===== config.mk =====
export PLATFORM = sky130hd
export DESIGN_NAME = bcd_stopwatch_ctrl
export DESIGN_NICKNAME = d
export VERILOG_FILES = /design/src/rtl/bcd_stopwatch_ctrl.sv
export SDC_FILE = /design/constraint.sdc
export NUM_CORES = 1
export LEC_CHECK = 0
export ABC_AREA = 1
export CORE_UTILIZATION = 60
export DETAILED_ROUTE_END_ITERATION = 10
export PLACE_DENSITY = 0.87
export SETUP_SLACK_MARGIN = 0.15
export SKIP_CTS_REPAIR_TIMING = 1
export SYNTH_ARGS = -nofsm -noshare
export SYNTH_HDL_FRONTEND = slang
export SYNTH_SLANG_ARGS = --single-unit

===== constraint.sdc =====
create_clock -name clk -period 3 [get_ports clk]
set_clock_uncertainty 0.2 [all_clocks]
set_input_delay 0.6 -clock clk [delete_from_list [all_inputs] [get_ports clk]]
set_output_delay 0.6 -clock clk [all_outputs]
set_load 0.01 [all_outputs]

===== src/rtl/bcd_stopwatch_ctrl.sv =====
// bcd_stopwatch_ctrl
//   Sequencer for a cascade of DIGITS decade BCD counters forming a
//   stopwatch. A prescaler divides clk down to a count tick. A start/stop/clear
//   state machine gates the count. A lap register can freeze the display while
//   the live count keeps running.
//
// Parameters
//   DIGITS    number of cascaded BCD digits (1..8)
//   PRESCALE  clk cycles per count tick (>= 2)
//   PS_W      prescaler width, 2**PS_W >= PRESCALE
//
// Ports
//   clk         rising-edge clock
//   rst_n       synchronous active-low reset
//   start_stop  one-cycle pulse: IDLE->RUN, RUN->STOP, STOP->RUN
//   clear       one-cycle pulse: zero everything, return to IDLE
//   lap         one-cycle pulse: toggle lap freeze of the display
//   bcd_out     displayed value, digit 0 (least significant) in [3:0]
//   running     high while in RUN
//   lap_active  high while the display is frozen
//   tick        one-cycle pulse coincident with each count update
//   overflow    wrap pulse, or sticky saturation flag
//
// Build option
//   BCD_SAT_EN  defined: saturate at all-9s, set overflow sticky, drop to STOP.
//               undefined: wrap to all-0s, overflow pulses with tick.
//
// Input priority within one cycle: clear > start_stop > lap.
// All outputs are registered.

module bcd_stopwatch_ctrl #(
  parameter int unsigned DIGITS   = 4,
  parameter int unsigned PRESCALE = 100000,
  parameter int unsigned PS_W     = 17
) (
  input  logic                  clk,
  input  logic                  rst_n,
  input  logic                  start_stop,
  input  logic                  clear,
  input  logic                  lap,
  output logic [4*DIGITS-1:0]   bcd_out,
  output logic                  running,
  output logic                  lap_active,
  output logic                  tick,
  output logic                  overflow
);

  typedef enum logic [1:0] {
    IDLE = 2'd0,
    RUN  = 2'd1,
    STOP = 2'd2
  } state_t;

  localparam logic [PS_W-1:0] PS_LAST = PS_W'(PRESCALE - 1);

  state_t              state, state_nx;
  logic [PS_W-1:0]     ps, ps_nx;
  logic [4*DIGITS-1:0] cnt, cnt_nx;
  logic [4*DIGITS-1:0] lap_reg, lap_reg_nx;
  logic [4*DIGITS-1:0] inc_val;
  logic                lap_active_nx;
  logic                tick_nx;
  logic                overflow_nx;
  logic                all9;
  logic                terminal;

  assign terminal = (state == RUN) && (ps == PS_LAST);

  // Ripple-carry BCD increment of the live count. The carry that survives
  // the last digit means every digit was 9, i.e. the counter is at maximum.
  always_comb begin
    inc_val = cnt;
    all9    = 1'b1;
    for (int unsigned k = 0; k < DIGITS; k++) begin
      if (all9) begin
        if (cnt[4*k +: 4] >= 4'd9) begin
          inc_val[4*k +: 4] = 4'd0;
        end else begin
          inc_val[4*k +: 4] = cnt[4*k +: 4] + 4'd1;
          all9              = 1'b0;
        end
      end
    end
  end

  // Next-state and datapath update.
  always_comb begin
    state_nx      = state;
    ps_nx         = ps;
    cnt_nx        = cnt;
    lap_reg_nx    = lap_reg;
    lap_active_nx = lap_active;
    tick_nx       = 1'b0;
`ifdef BCD_SAT_EN
    overflow_nx   = overflow;
`else
    overflow_nx   = 1'b0;
`endif

    if (clear) begin
      state_nx      = IDLE;
      ps_nx         = '0;
      cnt_nx        = '0;
      lap_reg_nx    = '0;
      lap_active_nx = 1'b0;
      overflow_nx   = 1'b0;
    end else begin
      if (state == RUN) begin
        if (terminal) begin
          ps_nx   = '0;
          tick_nx = 1'b1;
          if (all9) begin
            overflow_nx = 1'b1;
`ifdef BCD_SAT_EN
            state_nx    = STOP;
`else
            cnt_nx      = inc_val;
`endif
          end else begin
            cnt_nx = inc_val;
          end
        end else begin
          ps_nx = ps + PS_W'(1);
        end
      end

      // A start_stop coinciding with a terminal count lets the increment
      // above land, then pauses.
      if (start_stop) begin
        unique case (state)
          IDLE:    state_nx = RUN;
          RUN:     state_nx = STOP;
          STOP:    state_nx = RUN;
          default: state_nx = IDLE;
        endcase
      end else if (lap && (state != IDLE)) begin
        if (lap_active) begin
          lap_active_nx = 1'b0;
        end else if (state == RUN) begin
          // Captures the pre-increment value when a tick lands this cycle.
          lap_reg_nx    = cnt;
          lap_active_nx = 1'b1;
        end
      end
    end
  end

  always_ff @(posedge clk) begin
    if (!rst_n) begin
      state      <= IDLE;
      ps         <= '0;
      cnt        <= '0;
      lap_reg    <= '0;
      lap_active <= 1'b0;
      bcd_out    <= '0;
      running    <= 1'b0;
      tick       <= 1'b0;
      overflow   <= 1'b0;
    end else begin
      state      <= state_nx;
      ps         <= ps_nx;
      cnt        <= cnt_nx;
      lap_reg    <= lap_reg_nx;
      lap_active <= lap_active_nx;
      bcd_out    <= lap_active_nx ? lap_reg_nx : cnt_nx;
      running    <= (state_nx == RUN);
      tick       <= tick_nx;
      overflow   <= overflow_nx;
    end
  end

endmodule

==> metrics list <==
- The register with the most flip-flops in the layout has 17 of them.
* Total number of yosys warnings: 0
- The portion of synthesized area spent on multiplexers is 0%.
- The longest clock path from root to sink contains 2 buffers.
* Part of the power in registers: about half
- # Max-Cap Violations: 0
* Area of the multi-input gates: around 1800 sq um
- By instance count, the cell type seen most on the critical path is a21oi_1.
* Total power divided by cell area: ~460 nW/um^2
- Antenna Cells: 0
- Input and output buffers added on the ports amount to 24.
* Crit. End Element: flop
- Flops & latches, synth: 71
* Global routing usage summed across all routing layers: roughly 29%
* Drt pass-1 iters: 6
* Largest incremental delay on the critical path: 0.40 ns
- Total power for the finished layout comes to approximately 1.9 mW.
- After floorplanning, the core was sized to cover 5574 sq um.
- Buffers and inverters on the worst path: 0
* Async S/R FF share, synth: 0%
- Drc violations: 0
- In this run the mean area of a mapped cell was between 7 and 8 sq um.
- The mapped netlist covers around 3500 sq um.
- Clk_lat worst skew: between 0.3 and 0.4 ns
* Initial Util: ~63%
- The library cell used most frequently in the layout, excluding fill and tap cells, is nand2_1.
- Fin util: a little over 70%
- The number of placed instances, taps included, is 581.
- Cell class contributing the biggest share of worst-path delay: simple AND/OR/NAND/NOR gates
- The die is about 78 microns tall.
- In this run the remaining antenna-violating nets after routing total 0.
- The synthesized netlist devotes 10.31% of its cell area to compound gates.
- Synthesized-area fraction occupied by and/or/nand/nor cells: approximately a third
- Summed over all cells, the static leakage comes to 1.566 nW.
- Root buf cell: clkbuf_8
* Total via count after detailed routing: between 3000 and 4000
* CTS tree: yes
- Internal power comes to about 1.5 mW.
* Time the final worst path needs with I/O delays and setup: approximately 2.4 ns
* Floorplan die area: approximately 6200 sq um
- Setup slack of the most critical reg-to-reg path: roughly 0.60 ns
* Number of different library cells in the post-synthesis netlist: 34
* Setup repair after global routing missed its margin: no
* Share of layout cells above drive strength 1: under 10%
* Kind of critical path: flop to flop
* Area growth, synth to finish: 14.45%
- Register containing the most flip-flops in the final layout: ps
- The number of antenna violations at the first check in global routing was 0.
- Floorplan die width: approximately 78 microns
- The cell count after synthesis came out at 495.
- Half-perimeter wire length of the detailed placement result: 5.514 mm
- Crit-path cells: ha_1 -> nand2_1 -> nor2_1 -> nand3b_1 -> nor2_4 -> a21oi_1 -> o21ai_0 -> a21oi_1
- The final layout contains routed wiring with a total length of between 8 and 9 mm.
- Fin nets: around 540
- Routability-driven placement congestion ratio: 0.9106
- Rel. slew slack: between 50% and 60%
- Fraction of the mapped netlist area in adder cells: between 4 and 5%
* Required arrival time at the worst endpoint: a little over 3 ns
* Ratio of routed vias to standard cells: 5.619
- Sinks on the clock net: 71
- Number of setup violations in the final report: 0
- In this run the worst hold path is classified as flop to flop.
- Of the available clock period, the critical path in the final layout requires between 80% and 90%.
- After synthesis, the largest family of logic cells by area is simple AND/OR/NAND/NOR gates.
- In the synthesized netlist the dominant register cell turns out to be dfxtp_1.
- CP Launch Type: flop
- The tightest hold path in the finished design has a slack of between 0.2 and 0.3 ns.
* Critical path data arrival time: 2.43 ns
- Hold Vio Cnt, Final: 0
- Sequential elements use between 40 and 50% of the synthesized area.
* Total Neg Setup Slack: 0 ns
- Dividing the detail-routed wire length by the instance count gives around 14 microns.
* FP Rows: 27
- Number of top-level pins: 25
* Maximum number of pins on one net before global-route repair: 32
- The clock tree synthesis step divided the H-tree into 3 levels.
* Peak VDD IR: 0.4002 mV
- Clock Power Share: approximately 44%
- The first global-routing pass estimated between 10 and 15 mm of wire.
* Vias in the first global route: about 3100
* Overflow after GRT: 0
- Slowest-stage cell, CP: nor2_4
- Most frequent cells in the layout: nand2_1, dfxtp_1, nor2_1, inv_1, nand3_1
- Of the total synthesized cell area, the portion taken by XOR and XNOR cells is approximately 1.7%.
- For this run, the number of standard cells in the final layout without fillers is slightly below 600.
- After the first detailed-routing iteration, the DRC count stood at a little over 200.
- Portion of total power attributed to combinational logic: under 10%
- After clock tree synthesis, the clock-pin slew on the worst setup and hold paths is ~0.070 ns.
- Based on the critical path, the design can be clocked at up to slightly above 400 MHz.
- Number of flops mapped to enable cells by yosys: 0
- The number of slew-limit violations in the final report is 0.
- Combined flip-flop and latch cell area: 1421 sq um
- Switching power total: a little over 0.4 mW
- For the pin with the worst max-slew slack, the measured transition is about 0.64 ns.
- Clock buffer count from CTS: 9
- Fraction of power spent switching nets: a little over a fifth
* Total nets after synthesis: 513
- In this run the worst path has a maximum fanout of 13.
- The run finished with clean final reports.
* Number of filler cells placed in the layout: 463
-- cell usage after synthesis, types with 3 or more instances --
cell type	n	area, sq um
inv_1	45	168.9
o211ai_1	16	120.1
nor2_4	4	45.04
nand2_1	133	499.2
a21oi_1	24	120.1
nand4_1	8	50.05
nor3_1	13	65.06
nand3_1	37	185.2
ha_1	13	162.7
buf_2	10	50.05
nand2_2	3	18.77
nor2_1	68	255.2
clkbuf_1	4	15.01
inv_2	3	11.26
o21ai_0	14	70.07
xor2_1	6	52.55
nand3b_1	4	30.03
dfxtp_1	71	1421
-- path summary, 6_finish.rpt --
check,endpoint,cells past startpoint,from
hold reg to reg,ps[14],2,ps[14]
setup / recovery,bcd_out[0],8,ps[0]
setup reg to reg,bcd_out[0],8,ps[0]
hold / removal,ps[14],2,ps[14]
-- cells by family (layout without fill, tap and decap cells) --
family                     Yosys count  in the layout
and+or+nand+nor                    278            278
xor gates and xnor gates             7              7
buffers and inverters               65             94
DFF                                 71             71
adders and majority gates           13             13
AOI/OAI and AO/OA                   61             61
-- power by group through the flow --
stage,registers [mW],logic [mW],clock network [mW]
after floorplan,0.976,0.0504,0
after global placement,0.975,0.0811,0
after detailed placement,0.975,0.0831,0
after CTS,0.953,0.0835,0.837
after global routing,0.953,0.0919,0.878
final,0.953,0.0839,0.828
-- metrics by stage --
| stage | worst slack [ns] | area, sq um |
|---|---|---|
| 6_report | 0.5952 | 4013 |
| 3_5_place_dp | 0.5375 | 3801 |
| 4_1_cts | 0.6578 | 4013 |
| 2_1_floorplan | 1.156 | 3506 |
| 5_1_grt | 0.4400 | 4013 |
| 3_3_place_gp | 0.6116 | 3801 |
-- routing by layer --
layer	part of all wire (%)	vias up	routed length, microns	GRT usage [%]
li1	-	1659	-	-
met4	2.7	0	217	15.56
met5	0	-	0	0
met2	45	138	3635	44.74
met1	44	1529	3572	37.55
met3	8.3	23	668	5.000
-- worst min-delay path: stages, from the launching register on --
cell     delay (ns)
dfxtp_1        0.33
nand2_1        0.06
a21oi_1        0.06
-- layout make-up --
class | instances | share of cell area [%]
clock buffers | 11 | 3.524
clock inverters | 4 | 1.746
inverters | 49 | 4.584
multi-input cells | 359 | 45.37
flip-flops and latches | 71 | 35.42
well taps | 72 | 2.245
repair buffers | 30 | 7.109
Power figures use the tool's default switching activity.
==> variant: new RTL, config.mk and constraints unchanged <==
Change the parameter `DIGITS` from 4 to 5.
--- a/src/rtl/bcd_stopwatch_ctrl.sv
+++ b/src/rtl/bcd_stopwatch_ctrl.sv
@@ -30,5 +30,5 @@
 
 module bcd_stopwatch_ctrl #(
-  parameter int unsigned DIGITS   = 4,
+  parameter int unsigned DIGITS   = 5,
   parameter int unsigned PRESCALE = 100000,
   parameter int unsigned PS_W     = 17
Interface: changed (resized bcd_out); port bits go from 25 to 29. The function was not compared with the original's and may differ.
==> variant against the original RTL <==
Synthesized area grew 14%; wire length is 14% higher; total power is 8.5% higher; sequential cell count up 12; design area rose by 14%; sequential share of layout area is 0.99 points higher; worst setup slack better by 0.096 ns; highest routed layer unchanged.
==> variant: results <==
[status]
outcome = "finished clean"

[yosys]
synthTopCellsByCount = "88 x nand2_1, 88 x nor2_1, 83 x dfxtp_1, 56 x inv_1, 40 x nand3_1"
yosysSeqAreaShare_pct = 41.42
synthDistinctLibCells = 36
synth_nets = 571
yosys-top-cells-area = "dfxtp_1 41%, nand2_1 8.2%, nor2_1 8.2%, inv_1 5.2%, ha_1 5.0%"
avgSynthCellArea_um2 = 7.293
synthFlopType = "dfxtp_1"

[cells_and_area]
fin_cells = 660
drive_gt1_share_pct = 9.091
fillCellCount = 513
final_nets = 599

[setup_path]
arrival_ns = 2.35
cp_slowest_stage_delay_ns = 0.39
cp_max_fo = 7
cp_slowest_cell = "dfxtp_1"

[placed_design]
placed_area_um2 = 4359
hpwlAfterDp_mm = 6.611
dp.cells = 644
place_congestion = 0.8938
io_buffers = 28

[power]
power_frac_clock_pct = 40.1
ir_worst_vdd_mv = 0.3750
swShare_pct = 23.25
power_frac_seq_pct = 55.0
leakagePower_nw = 1.815

[routing]
wirelength_mm = 9.252
num_vias = 3763
drt_iter0_markers = 337
firstDrtPassIters = 8

[sta]
tightest_slew_ns = 0.4706

[global_routing]
grt.total_usage_pct = 27.91
grt_pass1_wl_mm = 15.88
grt_pass1_vias = 3500

[hold_path]
hold-path-cell-count = 2
## variant: cell types whose count changed in the layout (fill, tap and decap cells not counted), sizes merged, moves of 13 or more
cell and change:
o211ai -13, o21ai +23, nor2 +24, nand2 -46, inv +15
## variant: metrics by stage
stage	utilization [%]	setup slack [ns]	total power, mW	hold WS [ns]
after global routing	71.45	0.5046	2.097	0.2994
after global placement	68.26	0.4705	1.234	0.2515
after floorplan	-	1.142	1.201	0.2390
after CTS	71.45	0.7134	2.028	0.2859
final	71.45	0.6908	2.024	0.2862
after detailed placement	68.26	0.3969	1.237	0.2708
## variant: final cells by class
| class | count | share of cell area (%) |
|---|---|---|
| well taps | 77 | 2.111 |
| multi-input cells | 386 | 44.26 |
| clock inverters | 5 | 1.371 |
| repair buffers | 35 | 7.568 |
| flip-flops and latches | 83 | 36.41 |
| clock buffers | 11 | 3.098 |
| inverters | 63 | 5.182 |
## variant: worst paths after layout
kind,start,end,slack [ns]
worst max-delay path,ps[0],cnt[10],0.69
worst max register to register,ps[0],cnt[10],0.69
worst min register to register,ps[2],ps[2],0.29
worst min-delay path,ps[2],ps[2],0.29
## variant: logic make-up after synthesis
group / count (synthesis) / synth area share (%)
simple gates: 291 / 33.56
flops: 83 / 41.42
buf+inv: 81 / 8.235
compound gates: 74 / 10.70
fa+ha+maj: 16 / 4.991
xor+xnor: 5 / 1.092
## variant: worst reg2reg max path, delay by kind of cell, from the launching register on
family        cells  cell delay, ns
flops             1            0.39
simple gates      7            1.43
fa+ha+maj         1            0.20
## variant: per-layer routing
| metal | vias up | wire length, um | global-route usage, % |
|---|---|---|---|
| met1 | 1741 | 3979 | 34.86 |
| met4 | 0 | 202 | 10.94 |
| li1 | 1854 | - | - |
| met3 | 23 | 614 | 5.045 |
| met2 | 145 | 4456 | 47.67 |
| met5 | - | 0 | 0 |
